File: config.mk
export PLATFORM = sky130hd
export DESIGN_NAME = coleta_votos
export DESIGN_NICKNAME = d
export VERILOG_FILES = /design/src/rtl/coleta_votos_pkg.sv /design/src/rtl/contador_uns.sv /design/src/rtl/coleta_votos.sv
export SDC_FILE = /design/constraint.sdc
export NUM_CORES = 1
export LEC_CHECK = 0
export ABC_CLOCK_PERIOD_IN_PS = 5400
export CAP_MARGIN = 20
export CORE_ASPECT_RATIO = 1.5
export CORE_UTILIZATION = 52
export CTS_CLUSTER_SIZE = 30
export DETAILED_ROUTE_END_ITERATION = 10
export GPL_TIMING_DRIVEN = 0
export HOLD_SLACK_MARGIN = 0.02
export PLACE_DENSITY = 0.84
export SLEW_MARGIN = 5
export SYNTH_ARGS = -nofsm -noshare
export SYNTH_HDL_FRONTEND = slang
export SYNTH_SLANG_ARGS = --single-unit
File: constraint.sdc
create_clock -name clk -period 5.4 [get_ports clk]
set_clock_uncertainty 0.2 [all_clocks]
set_input_delay 1.35 -clock clk [delete_from_list [all_inputs] [get_ports clk]]
set_output_delay 1.35 -clock clk [all_outputs]
set_load 0.005 [all_outputs]
File: src/rtl/coleta_votos_pkg.sv
// Shared types and constants for the ballot collector.
package coleta_votos_pkg;

    localparam int CNT_W      = 4;
    localparam int MAX_VOTERS = 15;

    typedef enum logic [1:0] {
        IDLE,
        OPEN,
        CLOSING,
        RESULT
    } estado_t;

    function automatic logic [CNT_W-1:0] sat_inc(input logic [CNT_W-1:0] v);
        return (v == {CNT_W{1'b1}}) ? v : v + 1'b1;
    endfunction

endpackage

File: src/rtl/contador_uns.sv
// Parameterised popcount of a voter bit vector.
module contador_uns
    import coleta_votos_pkg::*;
#(
    parameter int W = 3
) (
    input  logic [W-1:0]     bits_i,
    output logic [CNT_W-1:0] count_o
);

    always_comb begin
        count_o = '0;
        for (int i = 0; i < W; i++) begin
            count_o = count_o + CNT_W'(bits_i[i]);
        end
    end

endmodule

File: src/rtl/coleta_votos.sv
// Ballot collector: opens a session, takes one vote per voter, freezes V/tallies on close.
// Optional auto-close after TIMEOUT OPEN cycles when COLETA_TIMEOUT_EN is defined.
//
// state   | meaning
// IDLE    | no session since reset
// OPEN    | accepting votes
// CLOSING | one cycle, majority/tie registered from final counts
// RESULT  | results frozen until next start
module coleta_votos
    import coleta_votos_pkg::*;
#(
    parameter int NUM_VOTERS = 3,
    parameter int ID_W       = $clog2(NUM_VOTERS),
    parameter int TIMEOUT    = 16
) (
    input  logic                  clk,
    input  logic                  rst,
    input  logic                  start,
    input  logic                  close,
    input  logic                  vote_valid,
    input  logic [ID_W-1:0]       vote_id,
    input  logic                  vote_yes,
    output logic                  vote_ready,
    output logic                  vote_err,
    output logic [NUM_VOTERS-1:0] V,
    output logic [NUM_VOTERS-1:0] voted,
    output logic [CNT_W-1:0]      yes_count,
    output logic [CNT_W-1:0]      no_count,
    output logic                  majority,
    output logic                  tie,
    output logic                  done,
    output logic                  busy
);

    if (NUM_VOTERS < 2 || NUM_VOTERS > MAX_VOTERS || TIMEOUT < 2) begin : g_param_err
        $error("coleta_votos: parameter out of range");
    end

    estado_t               state_q, state_d;
    logic [NUM_VOTERS-1:0] v_q, v_d, voted_q, voted_d, sel;
    logic [CNT_W-1:0]      yes_q, yes_d, no_q, no_d, pop_yes;
    logic                  majority_q, majority_d, tie_q, tie_d;
    logic                  done_q, done_d, err_q, err_d;
    logic                  accept, reject, timeout_hit;

    // Out-of-range ids shift the one-hot select to zero.
    assign sel    = NUM_VOTERS'(1) << vote_id;
    assign accept = (state_q == OPEN) && vote_valid && (|sel) && !(|(voted_q & sel));
    assign reject = (state_q == OPEN) && vote_valid && !accept;

`ifdef COLETA_TIMEOUT_EN
    localparam int TW = $clog2(TIMEOUT);
    logic [TW-1:0] tmr_q, tmr_d;

    always_comb begin
        tmr_d = tmr_q;
        if ((state_q == IDLE || state_q == RESULT) && start) begin
            tmr_d = TW'(TIMEOUT - 1);
        end else if (state_q == OPEN && tmr_q != '0) begin
            tmr_d = tmr_q - 1'b1;
        end
    end

    always_ff @(posedge clk) begin
        if (rst) tmr_q <= '0;
        else     tmr_q <= tmr_d;
    end

    assign timeout_hit = (state_q == OPEN) && (tmr_q == '0);
`else
    assign timeout_hit = 1'b0;
`endif

    always_comb begin
        state_d    = state_q;
        v_d        = v_q;
        voted_d    = voted_q;
        yes_d      = yes_q;
        no_d       = no_q;
        majority_d = majority_q;
        tie_d      = tie_q;
        done_d     = 1'b0;
        err_d      = reject;
        case (state_q)
            IDLE, RESULT: begin
                if (start) begin
                    state_d    = OPEN;
                    v_d        = '0;
                    voted_d    = '0;
                    yes_d      = '0;
                    no_d       = '0;
                    majority_d = 1'b0;
                    tie_d      = 1'b0;
                end
            end
            OPEN: begin
                if (accept) begin
                    voted_d = voted_q | sel;
                    if (vote_yes) begin
                        v_d   = v_q | sel;
                        yes_d = sat_inc(yes_q);
                    end else begin
                        no_d  = sat_inc(no_q);
                    end
                end
                if (close || timeout_hit || (&voted_d)) state_d = CLOSING;
            end
            CLOSING: begin
                majority_d = yes_q > CNT_W'(NUM_VOTERS / 2);
                tie_d      = (yes_q == no_q) && (yes_q != '0);
                done_d     = 1'b1;
                state_d    = RESULT;
            end
            default: state_d = IDLE;
        endcase
    end

    always_ff @(posedge clk) begin
        if (rst) begin
            state_q    <= IDLE;
            v_q        <= '0;
            voted_q    <= '0;
            yes_q      <= '0;
            no_q       <= '0;
            majority_q <= 1'b0;
            tie_q      <= 1'b0;
            done_q     <= 1'b0;
            err_q      <= 1'b0;
        end else begin
            state_q    <= state_d;
            v_q        <= v_d;
            voted_q    <= voted_d;
            yes_q      <= yes_d;
            no_q       <= no_d;
            majority_q <= majority_d;
            tie_q      <= tie_d;
            done_q     <= done_d;
            err_q      <= err_d;
        end
    end

    contador_uns #(.W(NUM_VOTERS)) u_pop_yes (
        .bits_i  (v_q),
        .count_o (pop_yes)
    );

    a_yes_pop : assert property (@(posedge clk) disable iff (rst) pop_yes == yes_q);

    assign vote_ready = (state_q == OPEN);
    assign busy       = (state_q == OPEN) || (state_q == CLOSING);
    assign vote_err   = err_q;
    assign V          = v_q;
    assign voted      = voted_q;
    assign yes_count  = yes_q;
    assign no_count   = no_q;
    assign majority   = majority_q;
    assign tie        = tie_q;
    assign done       = done_q;

endmodule

==> summary by stage <==
Worst setup path
In this run the worst setup path begins at state_q[0]. The worst reg2reg path depth is 7. The biggest cell delay along the critical path is 0.50 ns.

The type of destination of the critical path is an output pin. For the worst setup path, the data required time is 3.85 ns. The worst setup path is launched from a register.

The launch point of the worst reg-to-reg path is state_q[0]. The data arrival time of the critical path is 1.83 ns. For flop-to-flop paths, the worst setup slack is 3.22 ns. The signal on the critical path passes through inv_1, ha_1, clkbuf_2, inv_1, clkdlybuf4s50_1. Among cell families on the critical path, the largest total delay comes from buffers and inverters. The maximum fanout encountered on the critical timing path is 7. The critical path runs through a total of 5 cells.

The most used cell along the critical path is sky130_fd_sc_hd__inv_1. The combined buffer and inverter count along the critical path is 4. The setup path with the least slack is of type reg -> out. The master of the slowest instance on the critical path is sky130_fd_sc_hd__clkdlybuf4s50_1.

Drt
Using the TritonRoute via totals, the vias-per-cell ratio works out to 6.054. The number of optimization iterations in the first detailed-route pass is 5. The routed design has 2728 microns of wire. Dividing the detail-routed wire length by the instance count gives 14.75 microns. For this run, design rule violations remaining after detail routing come to 0. The number of vias in the routed layout is 1120. The number of nets with antenna violations after routing is 0. The detailed router finished its first iteration with 44 violations.

Synthesis
By count the netlist is led by sky130_fd_sc_hd__dfxtp_1 (20), sky130_fd_sc_hd__nor2_1 (11), sky130_fd_sc_hd__nand2_1 (10), sky130_fd_sc_hd__o21ai_0 (10), sky130_fd_sc_hd__a21oi_1 (9). The average instance area after synthesis is 8.561 sq um. The distinct cell type count of the synthesized netlist is 43. The synthesized-area fraction occupied by adder cells is 0.07692.

The most common cell in the synthesized netlist is sky130_fd_sc_hd__dfxtp_1. Counting flops with a built-in enable in the synthesized netlist gives 0. The number of instances in the synthesized netlist is 133. The multiplexer share of the synthesized area is 0.009890.

The proportion of synthesized flip-flops having asynchronous set or reset is 0. The fraction of the mapped netlist area in compound gates is 0.2538. The total of warnings raised by yosys is 0. The portion of the post-synthesis area used by sequential elements is 0.3516.

The portion of synthesized cell area occupied by the leading cell type is 0.3516. The cell area after technology mapping is 0.001139 sq mm. Synthesis produced a netlist with a net count of 148. After synthesis, the largest family of logic cells by area is compound AO/OA/AOI/OAI gates. The synthesis-stage register bit count is 20. The simple-gate share of the synthesized area is 0.2154.

Among all flip-flop cells after synthesis, the most frequent one is sky130_fd_sc_hd__dfxtp_1. Yosys attributes the largest share of cell area to sky130_fd_sc_hd__dfxtp_1 (35%), sky130_fd_sc_hd__ha_1 (7.7%), sky130_fd_sc_hd__xnor2_1 (4.6%). Of the total synthesized cell area, the portion taken by XOR and XNOR cells is 0.05385.

The library cell with the largest summed area after synthesis is sky130_fd_sc_hd__dfxtp_1.

Timing
The max-slew violation count was 0. The final setup TNS is 0 ns. In the finished design, the share of the clock period the worst path needs comes to 0.6266. Based on the critical path, the design can be clocked at up to 295.5 MHz.

The transition time at the pin with the least slew margin is 0.7976 ns. Subtracting the final worst setup slack from the clock period gives 3.384 ns. The remaining max-slew budget at the tightest pin is 0.4671.

The count of final setup violators is 0. The number of hold violations in the final report is 0. Setup repair after global routing left no endpoint under its margin.

Pwr
In this run the power spent charging and discharging nets is 0.2211 mW. The maximum VDD drop is 0.0002888 V. The internal power of the cells totals 0.3609 mW. The net switching share of the total power is 0.3799. The total power density per cell area is 393.5 mW/mm^2. Of the total power, combinational logic draws 0.455. The portion of total power attributed to the clock network is 0.214. The share of total power dissipated in sequential elements is 0.332. The reported leakage power is 0.5571 nW.

Clocking
The number of clock sinks is 20. Counting the buffers created by CTS gives 3. The clock reaches the later pin of the worst-skew pair after 0.31 ns. The clock tree root driver cell is sky130_fd_sc_hd__clkbuf_4. The TritonCTS clock tree is built. The level count of the clock H-tree is 1. In this run, post-CTS hold repair placed 0 buffers. The post-CTS setup-driven buffer insertion count is 0. The number of gates resized after cts is 0. The clock-pin slew on the worst setup and hold paths is 0.12 ns. In this run the deepest clock path goes through 2 buffers.

Placement
The routability congestion estimate from global placement is 0.7663. The post-detailed-placement cell area is 0.001426 sq mm. The half-perimeter wire length of the detailed placement result is 2067 microns. The count of buffers added on input and output ports is 26.

Floorplanning
The floorplan has 20 rows. The floorplan step set the die height to 59.31 microns. The core region is 0.002052 sq mm.

The horizontal extent of the die is 40.21 microns. For this configuration, the core starts out at a cell density of 0.5549. The die area is 0.002385 sq mm.

The number of top-level pins is 28.

Finish
Across the whole layout, storage elements account for 400.4 sq um. The repair_antennas step left the layout with diodes totalling 0. The fill cell instance count of the final layout is 180. The area growth from synthesis to layout is 29.89%.

The net count of the finished layout is 179. The combined area of the multi-input logic cells is 694.4 sq um. Summing all non-filler instances in the final layout gives an area of 0.001479 sq mm. Of the cells placed in the final design, the portion with a size suffix greater than 1 is 0.1043.

Min path
The number of stages on the worst hold path is 1. The tightest min-delay check is of the reg -> reg type. The startpoint identified for the worst hold timing path is V[1].

Run status
The run finished with clean final reports.

GRT
The first-pass GRT wire length is 4402 microns. Entering global routing, the biggest net connects 13 pins. The number of antenna violations at the first check in global routing is 0. Across every metal layer, demand over resource in global routing totals 0.2640. The via count of the first global-routing pass came to 1041. The total congestion overflow is 0.

Job
The number of maximum-capacitance violations is 0.
-- path summary, 6_finish.rpt --
| path | end |
|---|---|
| worst max-delay path | busy |
| worst min-delay path | V[1] |
| worst max register to register | no_count[0] |
| worst min register to register | V[1] |
-- power by group through the flow --
stage	clock network, mW	registers (mW)	logic, mW
after floorplan	0	0.191	0.164
after global placement	0	0.194	0.248
after detailed placement	0	0.196	0.257
after CTS	0.125	0.193	0.263
after global routing	0.131	0.195	0.292
final	0.124	0.193	0.265
-- registers in the layout, summed over array words and instances, names as in the netlist --
name	count
V	3
done	1
voted	3
tie	1
state_q	2
majority	1
yes_count	4
no_count	4
vote_err	1
-- final cells by class --
cell class,count,area share
Sequential cell,20,0.2707
Clock inverter,1,0.02030
Timing Repair Buffer,26,0.1760
Multi-Input combinational cell,102,0.4695
Inverter,8,0.02030
Buffer,3,0.009306
Clock buffer,3,0.01523
Tap cell,22,0.01861
-- worst register-to-register path: cells and delay by family, from the launching register on --
family / cells / cell delay [ns]
DFF: 1 / 0.37
buffers and inverters: 2 / 0.24
AOI/OAI and AO/OA: 3 / 0.89
adders and majority gates: 1 / 0.31
and+or+nand+nor: 1 / 0.10
-- through the flow --
stage / hold slack [ns] / worst slack, ns / power [mW] / util / cells
2_1_floorplan: 0.2661 / 2.712 / 0.3555 / - / 133
3_3_place_gp: 0.2615 / 2.105 / 0.4419 / 0.6951 / 181
3_5_place_dp: 0.2618 / 2.033 / 0.4529 / 0.6951 / 181
4_1_cts: 0.2985 / 2.039 / 0.5802 / 0.7207 / 185
5_1_grt: 0.3174 / 1.974 / 0.6184 / 0.7207 / 185
6_report: 0.2890 / 2.016 / 0.5820 / 0.7207 / 185
-- layout by cell type, fill, tap and decap left out, drive strengths merged, types with 2 or more instances in the layout --
cell type / synthesis / final
clkdlybuf4s50: 0 / 26
dfxtp: 20 / 20
nor2: 12 / 12
nand2: 10 / 10
o21ai: 10 / 10
a21oi: 10 / 10
inv: 8 / 8
nand3: 7 / 7
ha: 7 / 7
xnor2: 6 / 6
a31oi: 5 / 5
clkbuf: 2 / 5
a22o: 3 / 3
nor3: 3 / 3
o211ai: 2 / 2
nand4: 2 / 2
and3: 2 / 2
a32oi: 2 / 2
and2b: 2 / 2
a21o: 2 / 2
or2: 2 / 2
-- per-layer routing --
layer,wire [microns],global-route usage,up-vias
met1,1050,0.2729,510
met5,0,0,-
met4,85,0.1286,0
met3,128,0.02632,13
li1,-,-,545
met2,1463,0.4885,52
-- logic make-up after synthesis --
group	count (synthesis)
mux	1
buf+inv	11
simple gates	46
compound gates	41
fa+ha+maj	7
xor+xnor	7
flops	20
Note: power is estimated with default switching activity, not from simulation.
